[src/rtl/pipeline_ctrl_pkg.sv]
// rtl/pipeline_ctrl_pkg.sv - shared types and defaults for the pipeline stall/flush sequencer
package pipeline_ctrl_pkg;

  typedef enum logic {RUN, STALL} ctrl_state_t;

  localparam int CNT_W_DEFAULT = 32;

endpackage

[src/rtl/ctrl_perf_cnt.sv]
// rtl/ctrl_perf_cnt.sv - wrapping event counter, cleared by reset
module ctrl_perf_cnt #(
  parameter int CNT_W = 32
) (
  input  logic             clk,
  input  logic             reset,
  input  logic             inc,
  output logic [CNT_W-1:0] count
);

  always_ff @(posedge clk) begin
    if (reset) begin
      count <= '0;
    end else if (inc) begin
      count <= count + CNT_W'(1);
    end
  end

endmodule

[src/rtl/pipeline_ctrl.sv]
// rtl/pipeline_ctrl.sv - stall/flush sequencer: cache-miss freeze, load-use bubbles, redirect squash
module pipeline_ctrl
  import pipeline_ctrl_pkg::*;
#(
  parameter int CNT_W = CNT_W_DEFAULT
) (
  input  logic             clk,
  input  logic             reset,
  input  logic             icache_read,
  input  logic             icache_resp,
  input  logic             dcache_req,
  input  logic             dcache_resp,
  input  logic             ex_br_taken,
  input  logic             id_load_use,
  output logic             load_pc,
  output logic             load_if_id,
  output logic             load_id_ex,
  output logic             load_ex_mem,
  output logic             load_mem_wb,
  output logic             flush_if_id,
  output logic             flush_id_ex,
  output logic             ifetch_en,
  output logic             dmem_en,
  output logic [CNT_W-1:0] perf_stall,
  output logic [CNT_W-1:0] perf_bubble,
  output logic [CNT_W-1:0] perf_flush
);

  ctrl_state_t state;
  logic        i_done;
  logic        d_done;
  logic        i_hit;
  logic        d_hit;
  logic        i_ok;
  logic        d_ok;
  logic        adv;

  // A response only counts when its side actually has a request outstanding.
  assign i_hit = icache_read & icache_resp;
  assign d_hit = dcache_req & dcache_resp;
  assign i_ok  = ~icache_read | icache_resp | i_done;
  assign d_ok  = ~dcache_req | dcache_resp | d_done;
  assign adv   = i_ok & d_ok;

  always_ff @(posedge clk) begin
    if (reset) begin
      state  <= RUN;
      i_done <= 1'b0;
      d_done <= 1'b0;
    end else begin
      case (state)
        RUN: begin
          if (!adv) begin
            state  <= STALL;
            i_done <= i_hit;
            d_done <= d_hit;
          end
        end
        STALL: begin
          if (adv) begin
            state  <= RUN;
            i_done <= 1'b0;
            d_done <= 1'b0;
          end else begin
            if (i_hit) i_done <= 1'b1;
            if (d_hit) d_done <= 1'b1;
          end
        end
        default: begin
          state  <= RUN;
          i_done <= 1'b0;
          d_done <= 1'b0;
        end
      endcase
    end
  end

  // Flags may still be set in the reset cycle, so reset forces the gates open.
  assign ifetch_en = reset | ~i_done;
  assign dmem_en   = reset | ~d_done;

  always_comb begin
    load_pc     = 1'b0;
    load_if_id  = 1'b0;
    load_id_ex  = 1'b0;
    load_ex_mem = 1'b0;
    load_mem_wb = 1'b0;
    flush_if_id = 1'b0;
    flush_id_ex = 1'b0;
    if (reset) begin
      flush_if_id = 1'b1;
      flush_id_ex = 1'b1;
    end else if (adv) begin
      load_id_ex  = 1'b1;
      load_ex_mem = 1'b1;
      load_mem_wb = 1'b1;
      if (ex_br_taken) begin
        load_pc     = 1'b1;
        load_if_id  = 1'b1;
        flush_if_id = 1'b1;
        flush_id_ex = 1'b1;
      end else if (id_load_use) begin
        flush_id_ex = 1'b1;
      end else begin
        load_pc    = 1'b1;
        load_if_id = 1'b1;
      end
    end
  end

  ctrl_perf_cnt #(.CNT_W(CNT_W)) u_cnt_stall (
    .clk   (clk),
    .reset (reset),
    .inc   (~adv),
    .count (perf_stall)
  );

  ctrl_perf_cnt #(.CNT_W(CNT_W)) u_cnt_bubble (
    .clk   (clk),
    .reset (reset),
    .inc   (adv & ~ex_br_taken & id_load_use),
    .count (perf_bubble)
  );

  ctrl_perf_cnt #(.CNT_W(CNT_W)) u_cnt_flush (
    .clk   (clk),
    .reset (reset),
    .inc   (adv & ex_br_taken),
    .count (perf_flush)
  );

endmodule

[config.mk]
export PLATFORM = sky130hd
export DESIGN_NAME = pipeline_ctrl
export DESIGN_NICKNAME = d
export VERILOG_FILES = /design/src/rtl/pipeline_ctrl_pkg.sv /design/src/rtl/ctrl_perf_cnt.sv /design/src/rtl/pipeline_ctrl.sv
export SDC_FILE = /design/constraint.sdc
export NUM_CORES = 1
export LEC_CHECK = 0
export CORE_MARGIN = 2
export CORE_UTILIZATION = 54
export DETAILED_ROUTE_END_ITERATION = 16
export PLACE_DENSITY_LB_ADDON = 0.12
export SLEW_MARGIN = 15
export SYNTH_ARGS = -nofsm -noshare
export SYNTH_HDL_FRONTEND = slang
export SYNTH_HIERARCHICAL = 1
export SYNTH_SLANG_ARGS = --single-unit
[constraint.sdc]
create_clock -name clk -period 6.15 [get_ports clk]
set_input_delay 1.23 -clock clk [delete_from_list [all_inputs] [get_ports clk]]
set_output_delay 1.23 -clock clk [all_outputs]
set_load 0.1 [all_outputs]
==> impl_metrics.yaml <==
timing:
  max_clock_freq_ghz: 0.2092
  setup_viol: 0
  setup_ws_ns: 1.369
  finalCritPeriodShare_pct: 77.74
  tightest_slew_ns: 1.022
  setup-tns-final_ns: 0
  slew-limit-headroom_pct: 31.66
  fin_crit_ns: 4.781
  skew_ns: 0.01204
  hold_viol: 0
  slew_viol_final: 0
  grt_setup_unrepaired: "no"
power:
  p_switching_uw: 299.5
  clkPwrFrac_pct: 35.5
  peakVddDrop_mv: 0.1166
  sequentialPowerShare_pct: 55.1
  p_sw_share_pct: 25.38
  combPwrFrac_pct: 9.5
  powerDensity_nw_per_um2: 189.2
  p_leak_nw: 2.175
  p_int_uw: 880.7
critical_path:
  critPathLaunchType: "primary input"
  required_ns: 4.92
  r2r-start: "d_done"
  cp-end-kind: "primary output"
  crit_start: "dcache_resp"
  crit_arrival_ns: 3.55
  path_max_fanout: 10
  critPathKind: "primary input to primary output"
finish:
  seq_area_um2: 1982
  design_area_um2: 6238
  syn_to_final_growth_pct: 26.07
  instances_no_fill: 776
  fin_nets: 675
  multiInputGateArea_um2: 2753
  post_route_cells_drive_above_1_share_pct: 9.281
  antenna-diode-count: 0
  fill_cells: 721
global_routing:
  grt_pass1_wl_um: 18210
  first_global_vias: 3903
  antenna_found_initial: 0
  grt_max_degree: 82
  grt-ovfl-total: 0
  track_usage_pct: 22.15
run_status:
  status: "complete, no violations"
drt:
  drc: 0
  drt_pass1_iterations: 4
  post_drt_wl_per_cell_um: 14.42
  ant_nets: 0
  routed_wl_um: 11190
  vias: 4411
  vias_per_cell: 5.684
  drtIter0Drc: 139
clock_network:
  root_buffer: "clkbuf_8"
  clkLatencyLatePin_ns: 0.35
  cts.sink_count: 99
  cts_buffer_depth: 2
  htree_num_levels: 3
  ctsResizeCount: 0
  post_cts.repair.setup_buffers: 0
  ctsHoldBuffers: 0
  clk_pin_slew_ns: 0.09
  cts_tree: "yes"
  cts_inserted_buffers: 9
synth:
  synth.net_count: 584
  async_flop_share_pct: 0
  yosysMostFrequentCell: "dfxtp_1"
  yosysTopAreaCell: "dfxtp_1"
  ys_top_cells_by_count: "dfxtp_1, nor2_1, nor2b_1, nand4_1, nor3_1"
  synth_edf_count: 0
  yosys.area.top_type_share_pct: 40.05
  synth_area_leaders: "dfxtp_1, nor2_1, mux2_2"
  netlist_instances: 573
  yosysSeqAreaShare_pct: 40.05
  synth_cell_types: 42
  syn-cell-area_um2: 4948
  ys_seq_elements: 99
  ys.flop_type: "dfxtp_1"
  synth_warnings: 6
  syn_avg_cell_area_um2: 8.636
run:
  cap_violations: 0
placement:
  dp.cells: 761
  place_ws_ns: 1.332
  gp_congestion: 0.8086
  dp_hpwl_um: 7986
  buffer_ports.inserted: 112
  dpl_cell_area_um2: 6045
die:
  die_w_um: 99.73
  fp.dieH_um: 99.73
  rows: 34
  pin_count: 113
  dieArea_um2: 9946
  start_util_pct: 56.19
  coreArea_um2: 8806
hold_path:
  min_from: "u_cnt_flush/count[22]"
  hold_class: "flip-flop to flip-flop"
-- final timing paths --
kind / slack (ns) / end / cells past startpoint
setup / recovery: 1.37 / load_pc / 6
hold / removal: 0.51 / u_cnt_flush/count[22] / 2
hold reg to reg: 0.51 / u_cnt_flush/count[22] / 2
setup reg to reg: 3.53 / u_cnt_flush/count[30] / 7
-- area by class of cell --
type / instances / share of cell area, %
multi-input combinational: 428 / 44.12
sequential: 99 / 31.77
timing repair buffer: 113 / 18.05
clock buffer: 13 / 2.547
tap: 108 / 2.166
inverter: 13 / 0.7822
clock inverter: 2 / 0.5616
-- metrics by stage --
stage          utilization [%]  power (mW)  hold WS (ns)
2_1_floorplan                -      0.7504        0.5275
3_3_place_gp             68.64      0.7741        0.4784
3_5_place_dp             68.64      0.7771        0.4977
4_1_cts                  70.84       1.188        0.5130
5_1_grt                  70.84       1.220        0.5381
6_report                 70.84       1.180        0.5104
-- cells in the final DEF, fill, tap and decap left out, drive strengths merged --
cell           count
and4               9
mux2i              3
nor3b              5
buf                2
ha                 3
clkinv             1
clkdlybuf4s50    111
nor4               9
o21ai             14
nor2b             31
and2               5
o21bai             1
or3               12
nand3             29
and3b              1
mux2              33
or4               12
inv               13
nand2             27
xnor2             12
and3               9
xor2              29
a21o               1
nor2              84
nor3              31
a21oi             21
nand2b             2
bufinv             1
clkbuf            13
o31ai              9
or2                3
nand4             33
dfxtp             99
-- state kept, by name (all words and copies together), names as in the netlist --
signal,cells
state,1
u_cnt_bubble/count,32
u_cnt_stall/count,32
i_done,1
d_done,1
u_cnt_flush/count,32
-- worst max-delay path: stages --
cell and delay, ns:
clkdlybuf4s50_1 0.55, nor3b_4 0.08, nor2_4 0.16, inv_2 0.13
nor3_2 0.22, clkdlybuf4s50_1 1.18
-- metal layers --
metal | global-route usage (%) | vias to the layer above | routed length (µm)
met1 | 28.56 | 2116 | 5013
met4 | 6.428 | 0 | 92
met2 | 37.06 | 104 | 5462
li1 | - | 2184 | -
met3 | 5.271 | 7 | 622
met5 | 0 | - | 0
-- power groups by stage --
| stage | clock [mW] | sequential, mW | combinational [mW] |
|---|---|---|---|
| after CTS | 0.426 | 0.650 | 0.112 |
| after floorplan | 0 | 0.688 | 0.0619 |
| after detailed placement | 0 | 0.665 | 0.112 |
| after global routing | 0.451 | 0.651 | 0.118 |
| after global placement | 0 | 0.665 | 0.109 |
| final | 0.418 | 0.650 | 0.112 |
-- cells by family (layout without fill, tap and decap cells) --
logic type	after synthesis	in the layout	share of synthesized area (%)
AND/OR/NAND/NOR	302	302	34.29
flip-flops	99	99	40.05
AO/OA/AOI/OAI	46	46	5.209
buffers and inverters	46	141	4.324
XOR/XNOR	41	41	7.257
multiplexers	36	36	8.116
adder cells (fa/ha/maj)	3	3	0.7586
Power figures use the tool's default switching activity.
